### src/rtl/axil_cfg_responder.sv
// AXI4-Lite slave bridging single transactions onto a strobe-based config register bus.
// One transaction in flight; writes win over reads; reads time out with SLVERR.
module axil_cfg_responder #(
  parameter int ADDR_WIDTH = 13,
  parameter int DATA_WIDTH = 32,
  parameter int RD_TIMEOUT = 255
) (
  input  logic                  clk,
  input  logic                  reset,
  input  logic [ADDR_WIDTH-1:0] axi4_slave_awaddr,
  input  logic                  axi4_slave_awvalid,
  output logic                  axi4_slave_awready,
  input  logic [DATA_WIDTH-1:0] axi4_slave_wdata,
  input  logic                  axi4_slave_wvalid,
  output logic                  axi4_slave_wready,
  output logic [1:0]            axi4_slave_bresp,
  output logic                  axi4_slave_bvalid,
  input  logic                  axi4_slave_bready,
  input  logic [ADDR_WIDTH-1:0] axi4_slave_araddr,
  input  logic                  axi4_slave_arvalid,
  output logic                  axi4_slave_arready,
  output logic [DATA_WIDTH-1:0] axi4_slave_rdata,
  output logic [1:0]            axi4_slave_rresp,
  output logic                  axi4_slave_rvalid,
  input  logic                  axi4_slave_rready,
  output logic                  cfg_wr_en,
  output logic                  cfg_rd_en,
  output logic [ADDR_WIDTH-1:0] cfg_addr,
  output logic [DATA_WIDTH-1:0] cfg_wr_data,
  input  logic [DATA_WIDTH-1:0] cfg_rd_data,
  input  logic                  cfg_rd_data_valid
);
  typedef enum logic [2:0] {IDLE, WR_ISSUE, WR_RESP, RD_ISSUE, RD_WAIT, RD_RESP} state_e;

  localparam logic [1:0] OKAY   = 2'b00;
  localparam logic [1:0] SLVERR = 2'b10;
  localparam logic [7:0] TMO_LAST = 8'(RD_TIMEOUT - 1);

  state_e                state_q, state_d;
  logic                  aw_held_q, aw_held_d, w_held_q, w_held_d;
  logic [ADDR_WIDTH-1:0] awaddr_q, awaddr_d, araddr_q, araddr_d;
  logic [DATA_WIDTH-1:0] wdata_q, wdata_d, rdata_q, rdata_d;
  logic [1:0]            bresp_q, bresp_d, rresp_q, rresp_d;
  logic [7:0]            cnt_q, cnt_d;
  logic                  idle, aw_hs, w_hs, ar_hs, wr_ok, rd_ok, tmo;

  assign idle  = (state_q == IDLE);
  assign wr_ok = (awaddr_q[1:0] == 2'b00);
  assign rd_ok = (araddr_q[1:0] == 2'b00);
  assign tmo   = (cnt_q == TMO_LAST);

  // Readies are gated by reset so every output reads 0 while reset is held.
  assign axi4_slave_awready = reset && idle && !aw_held_q;
  assign axi4_slave_wready  = reset && idle && !w_held_q;
  assign axi4_slave_arready = reset && idle && !aw_held_q && !w_held_q
                              && !axi4_slave_awvalid && !axi4_slave_wvalid;

  assign aw_hs = axi4_slave_awvalid && axi4_slave_awready;
  assign w_hs  = axi4_slave_wvalid  && axi4_slave_wready;
  assign ar_hs = axi4_slave_arvalid && axi4_slave_arready;

  always_ff @(posedge clk or negedge reset) begin
    if (!reset) begin
      state_q   <= IDLE;
      aw_held_q <= 1'b0;
      w_held_q  <= 1'b0;
      awaddr_q  <= '0;
      araddr_q  <= '0;
      wdata_q   <= '0;
      rdata_q   <= '0;
      bresp_q   <= OKAY;
      rresp_q   <= OKAY;
      cnt_q     <= '0;
    end else begin
      state_q   <= state_d;
      aw_held_q <= aw_held_d;
      w_held_q  <= w_held_d;
      awaddr_q  <= awaddr_d;
      araddr_q  <= araddr_d;
      wdata_q   <= wdata_d;
      rdata_q   <= rdata_d;
      bresp_q   <= bresp_d;
      rresp_q   <= rresp_d;
      cnt_q     <= cnt_d;
    end
  end

  always_comb begin
    state_d = state_q;
    case (state_q)
      IDLE: begin
        if ((aw_held_q || aw_hs) && (w_held_q || w_hs)) state_d = WR_ISSUE;
        else if (ar_hs)                                 state_d = RD_ISSUE;
      end
      WR_ISSUE: state_d = WR_RESP;
      WR_RESP:  if (axi4_slave_bready) state_d = IDLE;
      RD_ISSUE: state_d = rd_ok ? RD_WAIT : RD_RESP;
      RD_WAIT:  if (cfg_rd_data_valid || tmo) state_d = RD_RESP;
      RD_RESP:  if (axi4_slave_rready) state_d = IDLE;
      default:  state_d = IDLE;
    endcase
  end

  always_comb begin
    aw_held_d = aw_held_q;
    w_held_d  = w_held_q;
    awaddr_d  = awaddr_q;
    wdata_d   = wdata_q;
    araddr_d  = araddr_q;
    rdata_d   = rdata_q;
    rresp_d   = rresp_q;
    bresp_d   = bresp_q;
    cnt_d     = cnt_q;
    if (aw_hs) begin aw_held_d = 1'b1; awaddr_d = axi4_slave_awaddr; end
    if (w_hs)  begin w_held_d  = 1'b1; wdata_d  = axi4_slave_wdata;  end
    if (ar_hs) araddr_d = axi4_slave_araddr;
    case (state_q)
      WR_ISSUE: begin
        aw_held_d = 1'b0;
        w_held_d  = 1'b0;
        bresp_d   = wr_ok ? OKAY : SLVERR;
      end
      RD_ISSUE: begin
        cnt_d = '0;
        if (!rd_ok) begin rdata_d = '0; rresp_d = SLVERR; end
      end
      RD_WAIT: begin
        cnt_d = cnt_q + 8'd1;
        // Data arriving on the timeout cycle still counts as a good read.
        if (cfg_rd_data_valid) begin rdata_d = cfg_rd_data; rresp_d = OKAY; end
        else if (tmo)          begin rdata_d = '0;          rresp_d = SLVERR; end
      end
      default: ;
    endcase
  end

  always_comb begin
    cfg_wr_en         = 1'b0;
    cfg_rd_en         = 1'b0;
    cfg_addr          = '0;
    cfg_wr_data       = '0;
    axi4_slave_bvalid = 1'b0;
    axi4_slave_rvalid = 1'b0;
    case (state_q)
      WR_ISSUE: if (wr_ok) begin
        cfg_wr_en   = 1'b1;
        cfg_addr    = awaddr_q;
        cfg_wr_data = wdata_q;
      end
      WR_RESP:  axi4_slave_bvalid = 1'b1;
      RD_ISSUE: if (rd_ok) begin
        cfg_rd_en = 1'b1;
        cfg_addr  = araddr_q;
      end
      RD_RESP:  axi4_slave_rvalid = 1'b1;
      default: ;
    endcase
  end

  assign axi4_slave_bresp = bresp_q;
  assign axi4_slave_rdata = rdata_q;
  assign axi4_slave_rresp = rresp_q;
endmodule

### config.mk
export PLATFORM = sky130hd
export DESIGN_NAME = axil_cfg_responder
export DESIGN_NICKNAME = d
export VERILOG_FILES = /design/src/rtl/axil_cfg_responder.sv
export SDC_FILE = /design/constraint.sdc
export NUM_CORES = 1
export LEC_CHECK = 0
export ABC_CLOCK_PERIOD_IN_PS = 5100
export BUFFER_PORTS_ARGS = -buffer_cell sky130_fd_sc_hd__clkbuf_2
export CAP_MARGIN = 10
export CORE_ASPECT_RATIO = 1.75
export CORE_MARGIN = 4
export CORE_UTILIZATION = 40
export DETAILED_ROUTE_END_ITERATION = 8
export GPL_TIMING_DRIVEN = 0
export PLACE_DENSITY = 0.78
export SETUP_SLACK_MARGIN = 0.02
export SLEW_MARGIN = 20
export SYNTH_ARGS = -nofsm -noshare
export SYNTH_HDL_FRONTEND = slang
export SYNTH_SLANG_ARGS = --single-unit
### constraint.sdc
create_clock -name clk -period 5.1 [get_ports clk]
set_clock_uncertainty 0.05 [all_clocks]
set_input_delay 0.255 -clock clk [delete_from_list [all_inputs] [get_ports clk]]
set_output_delay 0.255 -clock clk [all_outputs]
set_load 0.03 [all_outputs]
**After elaboration in Yosys (flattened, before gate mapping)**

Index checks and enable logic that the tools add are counted.

- Input port bits: 98
- Output and inout port bits: 88
- Logic and storage cells: 80
- Flip-flop bits (word level): 107

- Equality and inequality tests: 12
- Add/subtract/negate cells: 1
- Reductions and logical operators: 25
- Mux-type cells: 32

Operators with widths:

| operator | number |
|---|---|
| two-way mux 32 bit | 5 |
| one-hot mux 32 bit (2 select lines) | 1 |
| two-way mux 13 bit | 2 |
| one-hot mux 13 bit (2 select lines) | 1 |
| one-hot mux 3 bit (6 select lines) | 1 |
| one-hot mux 8 bit (2 select lines) | 1 |
| two-way mux 3 bit | 5 |
| two-way mux 1 bit | 11 |
| logical AND 1 bit | 10 |
| adder 8 x 1 -> 8 bit, second input constant | 1 |
| == test 8 bit, second input constant | 1 |
| two-way mux 2 bit | 4 |
| inequality test 2 bit, second input constant | 4 |
| == test 3 x 2 -> 1 bit, second input constant | 2 |
| == test 3 bit, second input constant | 2 |
| nonzero test 2 bit | 3 |
| logical NOT 1 bit | 4 |
| logical NOT 2 bit | 2 |
| one-hot mux 2 bit (2 select lines) | 1 |
| AND reduction 4 bit | 1 |
| == test 3 x 1 -> 1 bit, second input constant | 1 |
| logical NOT 3 bit | 1 |
| logical OR 1 bit | 3 |
| inequality test 3 x 1 -> 1 bit, second input constant | 1 |
| 2 further kinds | 2 |

**Depth between registers and ports, before layout**

Gate-level depths: netlist (run 1).

- Word-level depth: 10
- Depth in mapped cells: 7
- Gate-level depth less buffers: 6

**Worst setup path before layout (run 1)**

No wires, ideal clock.

- Path type: register -> output
- Start point: reg state_q[1]
- End point: out cfg_wr_data[23]
- Arrival time: 1962 ps
- Data required time: 4795 ps
- Path buffers: 2
- Slack: 2833 ps
- Stages on the path, launching flop included: 7
- Cell sequence: dfrtp_1 > clkbuf_1 > nor2b_1 > nand2b_1 > nor3_2 > clkbuf_1 > and2_1

- Cells in the longest elaborated chain, start to end: 2

RTL lines:

| what | line | text |
|---|---|---|
| start: declaration | 39 | `state_e state_q, state_d;` |
| start signal: assignment | 75 | `state_q <= state_d;` |
| == test 3 x 1 -> 1 bit | 144 | `case (state_q)` |
| two-way mux 32 bit | 144 |  |
| end: declaration | 29 | `output logic [DATA_WIDTH-1:0] cfg_wr_data,` |

Every way passes these cells.

**Final worst setup path (run 1)**

- Start point: reg state_q[1]
- End point: out cfg_addr[4]

- Cells in the longest elaborated chain, start to end: 2
- Elaborated cells between the ends (all ways): 3
- Those cells by class: 2 x eq/ne; 1 x mux

RTL lines:

| what | line | text |
|---|---|---|
| == test 3 x 2 -> 1 bit or == test 3 x 1 -> 1 bit (tied branches) | 144 |  |
| one-hot mux 13 bit (2 select lines) * | 144 |  |
| end: declaration | 28 | `output logic [ADDR_WIDTH-1:0] cfg_addr,` |

Mark *: on every way between the ends. The rest lies on a longest branch, timed or not.

==> flow_metrics.py, run 1 <==
metrics = {
    "pwr": {
        "power_leakage_uw": 0.00310,
        "p_per_area_mw_per_mm2": 572,
        "max-vdd-ir-drop_mv": 0.327,
    },
    "sta": {
        "fin_setup_tns_ns": 0,
        "finalCriticalPeriod_ns": 3.10,
        "tightestPinTransition_ns": 0.795,
        "min_period_over_period": 0.608,
        "rsz0062_at_grt": "no",
        "finalSetupViolCount": 0,
        "maxSlewViolCount": 0,
        "slew_headroom": 0.467,
        "max_freq_mhz": 322,
        "hold_violations": 0,
    },
    "cells_and_area": {
        "final_core_util": 0.547,
        "nets": 638,
        "diodes": 0,
        "drive_gt1_frac": 0.511,
        "nFillCells": 929,
        "syn_to_final_growth_pct": 32.3,
    },
    "grt": {
        "grt_pass1_wl_mm": 16.7,
        "grt_pass1_vias": 3487,
        "antenna_found_initial": 0,
        "gr-total-overflow": 0,
        "grt_util_all_layers": 0.164,
        "grt_max_degree": 97,
    },
    "setup_path": {
        "cp-end-kind": "output pin",
        "cp_max_fo": 10,
        "cp.required_ns": 4.80,
        "crit_arrival_ns": 2.80,
        "critical_path_class": "reg2out",
        "ff2ff_path_depth": 6,
        "r2r_slack_ns": 2.89,
        "critPathLaunchType": "flop",
    },
    "logic_synthesis": {
        "synth-seq-cells": 105,
        "syn-cell-area_mm2": 0.00448,
        "syn_inst": 341,
        "yosysSeqAreaShare": 0.587,
        "ys_types": 37,
        "avgSynthCellArea_um2": 13.1,
        "ys.warnings.count": 0,
    },
    "worst_hold_path": {
        "min_path_cells": 2,
        "hold_class": "in2reg",
    },
    "detailed_routing": {
        "wire_per_inst_um": 15.8,
        "postRouteAntennaNets": 0,
        "drt-initial-drc-count": 77,
        "routed_wl_mm": 10.6,
        "vias_per_cell": 5.04,
        "via_count": 3385,
        "drc": 0,
        "first_pass_iters": 4,
    },
    "clocking": {
        "cts_buffers": 9,
        "cts.clk_slew.worst_paths_ns": 0.07,
        "cts_resized": 0,
        "insertion_delay_ns": 0.33,
        "cts_buffer_depth": 2,
        "cts_htree_levels": 3,
        "clockRootBuffer": "clkbuf_16",
        "cts_tree": "yes",
        "cts_sinks": 105,
    },
    "die": {
        "initial_core_util": 0.414,
        "rows": 50,
        "die_h_um": 148,
        "die-area_mm2": 0.0130,
        "ios": 186,
        "fp.dieW_um": 88.0,
        "core-area_mm2": 0.0108,
    },
    "run": {
        "max_cap_violations": 0,
    },
    "place": {
        "dpl.hpwl_mm": 8.12,
        "gp_congestion": 0.767,
        "io_buffers": 181,
    },
    "outcome": {
        "status": "completed",
    },
}
## state kept, by name, summed over array words and instances, names as in the netlist
signal            count
axi4_slave_rdata     32
wdata_q              32
araddr_q             13
awaddr_q             13
cnt_q                 8
state_q               3
aw_held_q             1
axi4_slave_bresp      1
axi4_slave_rresp      1
w_held_q              1
## through the flow
step / total power [µW] / std cells / hold slack (ns) / worst slack, ns / area, µm²
floorplan: 2280 / 344 / -0.0906 / 2.83 / 4490
global placement: 2620 / 655 / 0.424 / 1.23 / 5560
detailed placement: 2680 / 656 / 0.0542 / 2.30 / 5590
CTS: 3420 / 672 / 0.0712 / 1.92 / 5920
global route: 3590 / 672 / 0.0719 / 1.78 / 5920
finish: 3380 / 672 / 0.0848 / 2.00 / 5920
## per-layer routing
layer  part of all wire  global-route usage  routed length (µm)
met2               0.51               0.282                5460
met1               0.38               0.189                4070
met3              0.080              0.0452                 848
met5                  0                   0                   0
met4              0.021              0.0622                 223
## synth_stat cells, drive strengths merged
master	count	area (µm²)
and3	1	6.26
o211ai	2	15.0
dfrtp	105	2630
or3b	1	8.76
nor2	9	38.8
nand2b	1	6.26
o21bai	1	7.51
a21boi	2	15.0
nand4bb	1	11.3
o22ai	2	12.5
nor2b	1	6.26
ha	2	25.0
nand3b	1	7.51
mux2	58	683
nand2	10	42.5
a31oi	2	12.5
o21ai	8	40.0
o311a	1	10.0
nor3	3	20.0
buf	15	97.6
a22o	43	377
inv	7	26.3
and2	34	213
nor3b	3	22.5
a21oi	6	30.0
clkbuf	11	41.3
conb	1	3.75
or4b	1	13.8
nand4	4	25.0
nand3	3	15.0
o31ai	2	15.0
## power breakdown
part | switching, µW | internal [µW] | total, µW
sequential | 181 | 1190 | 1370
combinational | 742 | 542 | 1280
clock | 292 | 440 | 732
total | 1220 | 2170 | 3380
## area by class of cell
cell class	count	area, µm²	area share
well taps	130	163	0.0275
multi-input cells	206	1690	0.286
repair buffers	183	952	0.161
inverters	7	26.3	0.00444
flip-flops and latches	105	2630	0.444
plain buffers	26	139	0.0235
clock buffers	10	239	0.0404
clock inverters	5	80.1	0.0135
## path summary, 6_finish.rpt
| kind | start | to |
|---|---|---|
| max in group asynchronous | reset | awaddr_q[0] |
| max reg2reg | state_q[1] | axi4_slave_bresp[1] |
| min reg2reg | axi4_slave_rdata[19] | axi4_slave_rdata[19] |
| min in group asynchronous | reset | awaddr_q[10] |
| max | state_q[1] | cfg_addr[4] |
| min | cfg_rd_data[10] | axi4_slave_rdata[10] |
## repair_timing
action | 4_1_cts | 5_1_grt
setup buffers | 0 | 0
endpoints found under the hold margin | 11 | 0
hold buffers | 1 | 0
## cells by family (layout without fill, tap and decap cells)
kind of cell             count (synthesis)  count (layout)  share of synthesized area
buffers and inverters                   33             231                     0.0369
other                                    1               4                   0.000838
adder cells (fa/ha/maj)                  2               2                    0.00559
flip-flops                             105             105                      0.587
AND/OR/NAND/NOR                         73              73                     0.0976
multiplexers                            58              58                      0.153
AO/OA/AOI/OAI                           69              69                      0.119
## layout by cell type (no fill, tap or decap), types with 8 or more instances in the layout
| cell | count |
|---|---|
| buf_2 | 9 |
| a22o_1 | 43 |
| o21ai_0 | 8 |
| mux2_2 | 50 |
| dfrtp_1 | 105 |
| clkbuf_1 | 11 |
| clkbuf_16 | 9 |
| mux2_4 | 8 |
| and2_1 | 34 |
| nand2_1 | 8 |
| clkbuf_2 | 180 |
## critical path: stages, from the launching register on
cell	delay, ns
dfrtp_1	0.36
clkbuf_1	0.19
nor2b_1	0.26
nand2b_1	0.17
nor3_2	0.63
clkbuf_1	0.41
a22o_1	0.23
clkbuf_2	0.21
No activity file was read; power rests on OpenSTA's default activity.
==> inputs of run 2 (changes only) <==
--- a/config.mk
+++ b/config.mk
@@ -5,7 +5,7 @@
 export SDC_FILE = /design/constraint.sdc
 export NUM_CORES = 1
 export LEC_CHECK = 0
-export ABC_CLOCK_PERIOD_IN_PS = 5100
+export ABC_CLOCK_PERIOD_IN_PS = 2860
 export BUFFER_PORTS_ARGS = -buffer_cell sky130_fd_sc_hd__clkbuf_2
 export CAP_MARGIN = 10
 export CORE_ASPECT_RATIO = 1.75
==> constraint.sdc (replaced) <==
create_clock -name clk -period 2.86 [get_ports clk]
set_clock_uncertainty 0.05 [all_clocks]
set_input_delay 0.143 -clock clk [delete_from_list [all_inputs] [get_ports clk]]
set_output_delay 0.143 -clock clk [all_outputs]
set_load 0.03 [all_outputs]
==> flow_metrics.py, run 2 (synthesized netlist as in run 1, its figures left out) <==
metrics = {
    "outcome": {
        "status": "completed",
    },
    "place": {
        "io_buffers": 181,
        "place_area_mm2": 0.00559,
        "dpl.hpwl_mm": 8.12,
        "gp_congestion": 0.767,
        "pre_cts_slack_ns": 0.174,
    },
    "clocking": {
        "insertion_delay_ns": 0.34,
        "cts.clk_slew.worst_paths_ns": 0.07,
        "cts_buffer_depth": 2,
        "cts_buffers": 9,
        "clockRootBuffer": "clkbuf_16",
        "cts_tree": "yes",
        "cts_htree_levels": 3,
        "cts_sinks": 105,
    },
    "grt": {
        "grt_max_degree": 97,
        "grt_pass1_wl_mm": 19.6,
        "grt_pass1_vias": 4025,
        "gr-total-overflow": 0,
        "antenna_found_initial": 0,
        "grt_util_all_layers": 0.193,
    },
    "setup_path": {
        "cp-end-kind": "output pin",
        "cp_max_fo": 10,
        "crit_arrival_ns": 2.45,
        "critPathLaunchType": "flop",
        "critical_path_class": "reg2out",
        "cp.required_ns": 2.67,
        "reg2reg_to": "axi4_slave_rdata[4]",
        "ff2ff_path_depth": 6,
        "r2r_start": "state_q[1]",
        "r2r_slack_ns": 0.66,
    },
    "cells_and_area": {
        "drive_gt1_frac": 0.444,
        "syn_to_final_growth_pct": 53.0,
        "nFillCells": 787,
        "diodes": 0,
        "nets": 729,
        "final_common_cell": "clkbuf_2",
        "fin_area_mm2": 0.00685,
        "most-common-layout-cells": "clkbuf_2 (182), dfrtp_1 (105), dlygate4sd3_1 (90)",
    },
    "detailed_routing": {
        "vias_per_cell": 4.98,
        "routed_wl_mm": 12.6,
        "via_count": 3802,
        "first_pass_iters": 4,
        "drc": 0,
        "drt-initial-drc-count": 103,
        "wire_per_inst_um": 16.5,
        "postRouteAntennaNets": 0,
    },
    "sta": {
        "slew_headroom": 0.586,
        "hold_violations": 0,
        "maxSlewViolCount": 0,
        "finalSetupViolCount": 0,
        "tightestPinTransition_ns": 0.619,
        "finalCriticalPeriod_ns": 2.65,
        "hold_ws_ns": 0.0112,
        "rsz0062_at_grt": "no",
        "max_freq_mhz": 378,
        "fin_ws_ns": 0.212,
        "min_period_over_period": 0.926,
    },
    "pwr": {
        "p_sw_frac": 0.362,
        "power.internal_uw": 3970,
        "power_leakage_uw": 0.00349,
        "clockPowerShare": 0.210,
        "total_power_uw": 6220,
        "seq_power_share": 0.396,
        "p_comb_frac": 0.394,
        "p_per_area_mw_per_mm2": 909,
        "p_sw_uw": 2250,
        "max-vdd-ir-drop_mv": 0.572,
    },
    "worst_hold_path": {
        "min_path_cells": 2,
        "min-delay-start": "axi4_slave_awaddr[2]",
        "holdPathEnd": "awaddr_q[2]",
        "hold_class": "in2reg",
    },
    "die": {
        "die_h_um": 148,
        "fp.dieW_um": 88.0,
        "core-area_mm2": 0.0108,
        "initial_core_util": 0.414,
        "ios": 186,
        "rows": 50,
        "die-area_mm2": 0.0130,
    },
    "run": {
        "max_cap_violations": 0,
    },
}
## run 2: cell type report
type                       instances  area [µm²]  area share
clock buffer                      10         239      0.0349
sequential                       105        2630       0.384
tap                              130         163      0.0238
multi-input combinational        206        1700       0.248
buffer                            26         141      0.0206
inverter                           7        26.3     0.00384
timing repair buffer             274        1870       0.273
clock inverter                     5        80.1      0.0117
## run 2: per-stage QoR
stage,utilization,cells,TNS [ns]
final,0.633,763,0
after global placement,0.513,655,-49.18
after detailed placement,0.517,656,0
after global routing,0.633,763,0
after CTS,0.631,761,0
after floorplan,-,344,0
## run 2: how the worst max path moves through the flow
stage / startpoint / endpoint / cells past startpoint / slack (ns)
after global routing: state_q[1] / cfg_wr_data[25] / 8 / 0.03
after CTS: state_q[1] / cfg_addr[4] / 6 / 0.07
final: state_q[1] / cfg_wr_data[25] / 8 / 0.21
after floorplan: state_q[1] / cfg_wr_data[23] / 6 / 0.70
after detailed placement: state_q[1] / cfg_addr[4] / 7 / 0.17
after global placement: reset / araddr_q[8] / 6 / -0.90
## run 2: timing repair
action,CTS,global route
pin swaps,1,0
resized for setup,1,4
setup buffers,2,0
endpoints found under the hold margin,192,2
endpoints found under the setup margin,38,13
hold buffers,88,2
## run 2: power groups by stage
stage / sequential [µW] / clock, µW / combinational, µW
detailed placement: 2460 / 0 / 2320
floorplan: 2740 / 0 / 1330
finish: 2470 / 1300 / 2450
global placement: 2430 / 0 / 2250
global route: 2530 / 1410 / 2640
CTS: 2450 / 1340 / 2450
## run 2: critical path, cell delays in order, from the launching register on
cell      delay [ns]
dfrtp_1         0.36
clkbuf_1        0.19
nor2b_1         0.26
nand2b_1        0.20
nor3_4          0.25
buf_12          0.14
clkbuf_1        0.29
and2_1          0.20
clkbuf_2        0.22
## run 2: layer usage
layer	wire length, µm	up-vias	GRT usage
li1	-	1783	-
met1	4610	1824	0.218
met2	6660	166	0.341
met3	941	29	0.0452
met4	357	0	0.0814
met5	0	-	0
